--- src/rtl/nanosoc_ahb_trace_capture.sv ---
// rtl/nanosoc_ahb_trace_capture.sv - AHB bus/event trace capture with record FIFO
//   HCLK, HRESET          : clock, asynchronous active-high reset
//   HSEL_i .. HRESP_o     : observed AHB slave-side traffic (all inputs)
//   drq_i, dlast_i, irq_i : event lines snapshotted into event records
//   trc_en_i, filt_*_i    : capture enable and address filter
//   trc_valid_o/ready_i   : record stream handshake, trc_*_o carry the FIFO head
//   drop_cnt_o            : records dropped since the last overflow marker

module nanosoc_ahb_trace_fifo #(
  parameter int WIDTH = 8,
  parameter int DEPTH = 16
) (
  input  logic             HCLK,
  input  logic             HRESET,
  input  logic             push,
  input  logic [WIDTH-1:0] wdata,
  input  logic             pop,
  output logic [WIDTH-1:0] rdata,
  output logic             full,
  output logic             empty
);
  localparam int AW = $clog2(DEPTH);

  logic [WIDTH-1:0] mem [DEPTH];
  logic [AW:0]      wr_ptr;
  logic [AW:0]      rd_ptr;

  always_ff @(posedge HCLK or posedge HRESET) begin
    if (HRESET) begin
      wr_ptr <= '0;
      rd_ptr <= '0;
    end else begin
      if (push) wr_ptr <= wr_ptr + (AW+1)'(1);
      if (pop)  rd_ptr <= rd_ptr + (AW+1)'(1);
    end
  end

  // Storage needs no reset: the pointers alone define what is valid.
  always_ff @(posedge HCLK) begin
    if (push) mem[wr_ptr[AW-1:0]] <= wdata;
  end

  assign rdata = mem[rd_ptr[AW-1:0]];
  assign empty = (wr_ptr == rd_ptr);
  // Extra MSB distinguishes full from empty when the index bits match.
  assign full  = (wr_ptr[AW] != rd_ptr[AW]) && (wr_ptr[AW-1:0] == rd_ptr[AW-1:0]);
endmodule

module nanosoc_ahb_trace_capture #(
  parameter int SYS_ADDR_W = 32,
  parameter int SYS_DATA_W = 32,
  parameter int DRQ_NUM    = 2,
  parameter int IRQ_NUM    = 4,
  parameter int FIFO_DEPTH = 16,
  parameter int TS_W       = 32
) (
  input  logic                         HCLK,
  input  logic                         HRESET,
  input  logic                         HSEL_i,
  input  logic [SYS_ADDR_W-1:0]        HADDR_i,
  input  logic [1:0]                   HTRANS_i,
  input  logic [2:0]                   HSIZE_i,
  input  logic                         HWRITE_i,
  input  logic                         HREADY_i,
  input  logic [SYS_DATA_W-1:0]        HWDATA_i,
  input  logic [SYS_DATA_W-1:0]        HRDATA_o,
  input  logic                         HRESP_o,
  input  logic [DRQ_NUM-1:0]           drq_i,
  input  logic [DRQ_NUM-1:0]           dlast_i,
  input  logic [IRQ_NUM-1:0]           irq_i,
  input  logic                         trc_en_i,
  input  logic [SYS_ADDR_W-1:0]        filt_base_i,
  input  logic [SYS_ADDR_W-1:0]        filt_mask_i,
  output logic                         trc_valid_o,
  input  logic                         trc_ready_i,
  output logic [1:0]                   trc_kind_o,
  output logic [TS_W-1:0]              trc_ts_o,
  output logic [SYS_ADDR_W-1:0]        trc_addr_o,
  output logic [SYS_DATA_W-1:0]        trc_data_o,
  output logic [SYS_DATA_W/8-1:0]      trc_strb_o,
  output logic                         trc_write_o,
  output logic                         trc_resp_o,
  output logic [2*DRQ_NUM+IRQ_NUM-1:0] trc_evt_o,
  output logic [15:0]                  drop_cnt_o
);
  localparam int STRB_W = SYS_DATA_W / 8;
  localparam int LANE_W = $clog2(STRB_W);
  localparam int EVT_W  = 2*DRQ_NUM + IRQ_NUM;
  localparam int REC_W  = 2 + TS_W + SYS_ADDR_W + SYS_DATA_W + STRB_W + 2 + EVT_W;

  localparam logic [1:0] KIND_BUS = 2'd0;
  localparam logic [1:0] KIND_EVT = 2'd1;
  localparam logic [1:0] KIND_OVF = 2'd2;

  // Naturally aligned lane mask; sizes at or above the bus width light every lane.
  function automatic logic [STRB_W-1:0] lane_strb(input logic [2:0] size,
                                                  input logic [LANE_W-1:0] lo);
    logic [STRB_W-1:0] ones;
    logic [LANE_W-1:0] base;
    ones = '1;
    base = '0;
    if (int'(size) < LANE_W) begin
      ones = (STRB_W'(1) << (STRB_W'(1) << size)) - STRB_W'(1);
      base = lo & ~((LANE_W'(1) << size) - LANE_W'(1));
      ones = ones << base;
    end
    return ones;
  endfunction

  function automatic logic [SYS_DATA_W-1:0] lane_mask(input logic [STRB_W-1:0] s);
    logic [SYS_DATA_W-1:0] m;
    m = '0;
    for (int i = 0; i < STRB_W; i++) m[i*8 +: 8] = {8{s[i]}};
    return m;
  endfunction

  logic [TS_W-1:0]       ts;
  logic                  dp_active;
  logic [SYS_ADDR_W-1:0] dp_addr;
  logic                  dp_write;
  logic [STRB_W-1:0]     dp_strb;
  logic [TS_W-1:0]       dp_ts;
  logic [EVT_W-1:0]      evt_last;
  logic [15:0]           drop_cnt;

  logic [EVT_W-1:0]      evt_snap;
  logic                  cap;
  logic                  full, empty, pop, space;
  logic                  bus_req, evt_req, ovf_wr, bus_wr, evt_wr, bus_drop, evt_drop;
  logic                  push;
  logic [15:0]           drop_base, drop_nxt;
  logic [16:0]           drop_sum;
  logic [REC_W-1:0]      rec, head;

  assign evt_snap = {irq_i, dlast_i, drq_i};
  assign cap = HREADY_i & HSEL_i & HTRANS_i[1] & trc_en_i &
               ((HADDR_i & filt_mask_i) == (filt_base_i & filt_mask_i));

  assign pop   = ~empty & trc_ready_i;
  // A full FIFO still accepts a write in the cycle its head is popped.
  assign space = ~full | pop;

  always_comb begin
    bus_req  = dp_active & HREADY_i;
    evt_req  = trc_en_i & (evt_snap != evt_last);
    ovf_wr   = (drop_cnt != 16'd0) & space;
    bus_wr   = bus_req & space & ~ovf_wr;
    bus_drop = bus_req & ~bus_wr;
    // An event beaten by another write keeps its request and retries.
    evt_wr   = evt_req & space & ~ovf_wr & ~bus_req;
    evt_drop = evt_req & ~space;
    push     = ovf_wr | bus_wr | evt_wr;

    drop_base = ovf_wr ? 16'd0 : drop_cnt;
    drop_sum  = {1'b0, drop_base} + 17'(bus_drop) + 17'(evt_drop);
    drop_nxt  = drop_sum[16] ? 16'hFFFF : drop_sum[15:0];

    rec = '0;
    if (ovf_wr) begin
      rec = {KIND_OVF, ts, SYS_ADDR_W'(0), SYS_DATA_W'(drop_cnt), STRB_W'(0), 2'b00, EVT_W'(0)};
    end else if (bus_wr) begin
      rec = {KIND_BUS, dp_ts, dp_addr,
             (dp_write ? HWDATA_i : HRDATA_o) & lane_mask(dp_strb),
             dp_strb, dp_write, HRESP_o, EVT_W'(0)};
    end else if (evt_wr) begin
      rec = {KIND_EVT, ts, SYS_ADDR_W'(0), SYS_DATA_W'(0), STRB_W'(0), 2'b00, evt_snap};
    end
  end

  always_ff @(posedge HCLK or posedge HRESET) begin
    if (HRESET) begin
      ts        <= '0;
      dp_active <= 1'b0;
      dp_addr   <= '0;
      dp_write  <= 1'b0;
      dp_strb   <= '0;
      dp_ts     <= '0;
      evt_last  <= '0;
      drop_cnt  <= '0;
    end else begin
      ts <= ts + TS_W'(1);
      // The data-phase slot advances only on HREADY, so a pipelined
      // address phase can capture in the same cycle another completes.
      if (HREADY_i) begin
        dp_active <= cap;
        if (cap) begin
          dp_addr  <= HADDR_i;
          dp_write <= HWRITE_i;
          dp_strb  <= lane_strb(HSIZE_i, HADDR_i[LANE_W-1:0]);
          dp_ts    <= ts;
        end
      end
      if (evt_wr | evt_drop) evt_last <= evt_snap;
      drop_cnt <= drop_nxt;
    end
  end

  nanosoc_ahb_trace_fifo #(
    .WIDTH (REC_W),
    .DEPTH (FIFO_DEPTH)
  ) u_fifo (
    .HCLK   (HCLK),
    .HRESET (HRESET),
    .push   (push),
    .wdata  (rec),
    .pop    (pop),
    .rdata  (head),
    .full   (full),
    .empty  (empty)
  );

  // Gate the head so outputs read zero whenever nothing is queued.
  assign trc_valid_o = ~empty;
  assign {trc_kind_o, trc_ts_o, trc_addr_o, trc_data_o, trc_strb_o,
          trc_write_o, trc_resp_o, trc_evt_o} = empty ? '0 : head;
  assign drop_cnt_o = drop_cnt;
endmodule

--- config.mk ---
export PLATFORM = sky130hd
export DESIGN_NAME = nanosoc_ahb_trace_capture
export DESIGN_NICKNAME = d
export VERILOG_FILES = /design/src/rtl/nanosoc_ahb_trace_capture.sv
export SDC_FILE = /design/constraint.sdc
export NUM_CORES = 2
export LEC_CHECK = 0
export CAP_MARGIN = 5
export CORE_MARGIN = 8
export CORE_UTILIZATION = 50
export CTS_BUF_LIST = sky130_fd_sc_hd__clkbuf_4 sky130_fd_sc_hd__clkbuf_8
export DETAILED_ROUTE_END_ITERATION = 6
export PLACE_DENSITY = 0.68
export SETUP_SLACK_MARGIN = 0.5
export SYNTH_ARGS = -nofsm -noshare
export SYNTH_HDL_FRONTEND = slang
export SYNTH_SLANG_ARGS = --single-unit
--- constraint.sdc ---
create_clock -name HCLK -period 12.2 [get_ports HCLK]
set_input_delay 1.83 -clock HCLK [delete_from_list [all_inputs] [get_ports HCLK]]
set_output_delay 1.83 -clock HCLK [all_outputs]
set_load 0.005 [all_outputs]
==> flow_summary_export.csv <==
group,metric,value,unit
layout,syn_to_final_growth,15.17,%
setup_path,path_max_fanout,109,
power,p_clk_share,27.7,%
place,gp_congestion,0.7969,
layout,mostFrequentLayoutCell,"edfxtp_1",
clock_network,numCtsBuffers,316,
setup_path,arrival,6.16,ns
logic_synthesis,synth_top_family_by_area,"multiplexers",
clock_network,cts_hold_buffers,0,
drt,route.antenna.remaining_nets,0,
setup_path,critPathLaunchType,"flop",
power,power_frac_comb,30.8,%
sta,drv_slew,0,
logic_synthesis,synth.distinct_cells,45,
grt,antenna_found_initial,10,
sta,period_needed,7.987,ns
die,core_area,150000,sq um
sta,fin_crit_sh,65.46,%
clock_network,post_cts_resized,0,
logic_synthesis,syn-num-nets,3534,
clock_network,clock_latency,1.00,ns
logic_synthesis,synth_area,75570,sq um
clock_network,cts_tree,"built",
grt,overflow,0,
logic_synthesis,synth-simple-area-share,2.533,%
sta,slew_headroom,21.89,%
logic_synthesis,synth-compound-area-share,0.8576,%
place,dp_hpwl,93610,um
logic_synthesis,async_flop_share,7.054,%
setup_path,critPathSlowestCell,"dfrtp_4",
sta,fmax,0.1252,GHz
die,rows,142,
setup_path,worstPathRequired,10.37,ns
clock_network,clk_pin_slew,0.06,ns
clock_network,cts_setup_buffers,0,
power,p_int,13.99,mW
layout,final_layout_size_suffix_gt1_share,28.67,%
run_status,status,"finished clean",
clock_network,root_buffer,"clkbuf_8",
grt,grt_pass1_wl,260600,um
clock_network,clock_path_buffers,4,
die,fp.dieH,404.8,um
clock_network,h-tree-depth,5,
layout,final_cell_mix,"edfxtp_1 (1792), mux4_2 (560), clkbuf_8 (343), clkdlybuf4s50_1 (308), dfrtp_1 (131)",
drt,drtPass1Iterations,6,
clock_network,cts.sinks,1928,
grt,grt_pass1_vias,38320,
place,portBuffers,308,
setup_path,cp_slowest_stage_delay,0.85,ns
die,die_area,163800,sq um
drt,routed_wl,179600,um
sta,fin_skew,0.06566,ns
logic_synthesis,syn_area_per_cell,22.59,sq um
power,p_leak,29.88,nW
layout,stdcell_count,6100,
setup_path,worstSetupPathType,"reg -> out",
power,sw_frac_of_total,28.67,%
logic_synthesis,synth_mux_area_share,18.34,%
grt,grt_usage,21.65,%
drt,vias_per_cell,6.019,
die,ios,310,
logic_synthesis,synthXorXnorAreaFrac,1.043,%
sta,setup_viol_count_final,0,
sta,finalSetupTns,0,ns
sta,tightest_slew,1.169,ns
sta,rsz0062_at_grt,"false",
power,ir_drop,0.0002469,V
logic_synthesis,synthCells,3345,
drt,vias,36720,
place,dp_cells,5559,
logic_synthesis,synth_warnings,0,
grt,grt_max_degree,144,
drt,drt-initial-drc-count,4029,
power,switchingPower,5.624,mW
drt,drc,0,
logic_synthesis,synth_fa_ha_area_share,0.1424,%
setup_path,crit_chain,"buf_12 -> buf_4 -> buf_4 -> mux4_2 -> mux4_2 -> nor2b_1 -> clkdlybuf4s50_1",
layout,nets,4050,
setup_path,cp-end-kind,"primary output",
logic_synthesis,ys_seq_elements,1928,
drt,wl_per_cell,29.44,um
power,seq_power_share,41.5,%
flow_run,max_cap_viol_count,0,
logic_synthesis,synth_top_flop_cell,"edfxtp_1",
logic_synthesis,ys_seq_area_share,75.71,%
die,start_util,50.40,%
die,die_x,404.8,um
sta,hold_viol,0,
min_path,holdPathStages,1,
logic_synthesis,synth-edff-count,1792,
power,power_density,225.4,nW/um^2
min_path,hp-class,"reg -> reg",
setup_path,ff2ff_path_depth,8,
==> worst max-delay path, delay by kind of cell, from the launching register on <==
| kind | cells | cell delay (ns) |
|---|---|---|
| AND/OR/NAND/NOR | 1 | 0.14 |
| flip-flops | 1 | 0.85 |
| multiplexers | 2 | 1.08 |
| buffers and inverters | 4 | 3.01 |
==> per-stage QoR <==
stage / util, % / setup WS, ns / hold slack [ns] / total power, mW / area, sq um
global route: 58.04 / 3.608 / 0.4983 / 20.44 / 87030
floorplan: - / 1.200 / 0.4557 / 12.08 / 75570
finish: 58.04 / 4.213 / 0.4863 / 19.62 / 87030
detailed placement: 53.99 / 4.877 / 0.4726 / 14.45 / 80960
global placement: 53.99 / 4.909 / 0.4651 / 14.42 / 80960
CTS: 58.04 / 3.820 / 0.4885 / 19.89 / 87030
==> cells in the mapped netlist (5+ instances only) <==
master,n,area [sq um]
buf_6,23,259.0
nor3_1,8,40.04
a22oi_1,42,315.3
mux2_1,78,878.3
mux2i_1,18,180.2
mux2_2,17,191.4
nand4_1,16,100.1
buf_1,13,48.80
mux4_2,560,12610
and3_1,51,319.1
a31oi_1,18,112.6
nor2b_1,117,732.0
and4_1,5,43.79
edfxtp_1,1792,53810
ha_1,7,87.58
buf_2,36,180.2
o21ai_0,9,45.04
nor4_1,5,31.28
buf_4,22,165.2
nand3_1,19,95.09
nor2_1,87,326.6
xor2_1,47,411.6
clkbuf_1,90,337.8
and2_1,9,56.30
xnor2_1,43,376.6
dfrtp_1,136,3403
inv_1,12,45.04
a21oi_1,10,50.05
nand2_1,31,116.4
==> final cells by class <==
class,instances,area [sq um]
antenna,3,7.507
timing repair buffer,382,3701
fill,10960,62920
inverter,12,50.05
sequential,1928,57230
clock inverter,91,568.0
multi-input combinational,1221,17450
clock buffer,447,5502
tap,2016,2522
==> per-layer routing <==
layer	global-route usage (%)	wire, um	share of wire, %
met5	0	0	0
met4	4.916	2575	1.4
met3	4.634	14710	8.2
met2	34.58	87430	49
met1	31.13	74870	42
==> worst paths after layout <==
path	slack [ns]	startpoint	to
min reg2reg	0.49	dp_addr[6]	dp_addr[6]
max reg2reg	7.47	u_fifo.rd_ptr[2]	u_fifo.mem[12][85]
min in group asynchronous	1.44	HRESET	dp_ts[18]
max in group asynchronous	9.26	HRESET	dp_addr[20]
min	0.49	dp_addr[6]	dp_addr[6]
max	4.21	u_fifo.rd_ptr[0]	trc_addr_o[1]
==> state kept, by name (all words and copies together), names as in the netlist <==
signal	flops
drop_cnt_o	16
dp_active	1
u_fifo.wr_ptr	5
dp_strb	4
dp_addr	32
u_fifo.mem	1792
u_fifo.rd_ptr	5
dp_write	1
dp_ts	32
evt_last	8
ts	32
==> power groups by stage <==
stage | Clock, mW | Sequential [mW] | Combinational [mW]
global route | 5.83 | 8.20 | 6.42
global placement | 0 | 8.26 | 6.17
finish | 5.43 | 8.15 | 6.04
CTS | 5.54 | 8.16 | 6.19
floorplan | 0 | 8.26 | 3.82
detailed placement | 0 | 8.29 | 6.16
==> logic make-up after synthesis <==
logic type | count (synthesis)
flip-flops | 1928
buffers and inverters | 196
adder cells (fa/ha/maj) | 8
multiplexers | 673
XOR/XNOR | 90
AO/OA/AOI/OAI | 94
AND/OR/NAND/NOR | 356
Power figures use the tool's default switching activity.
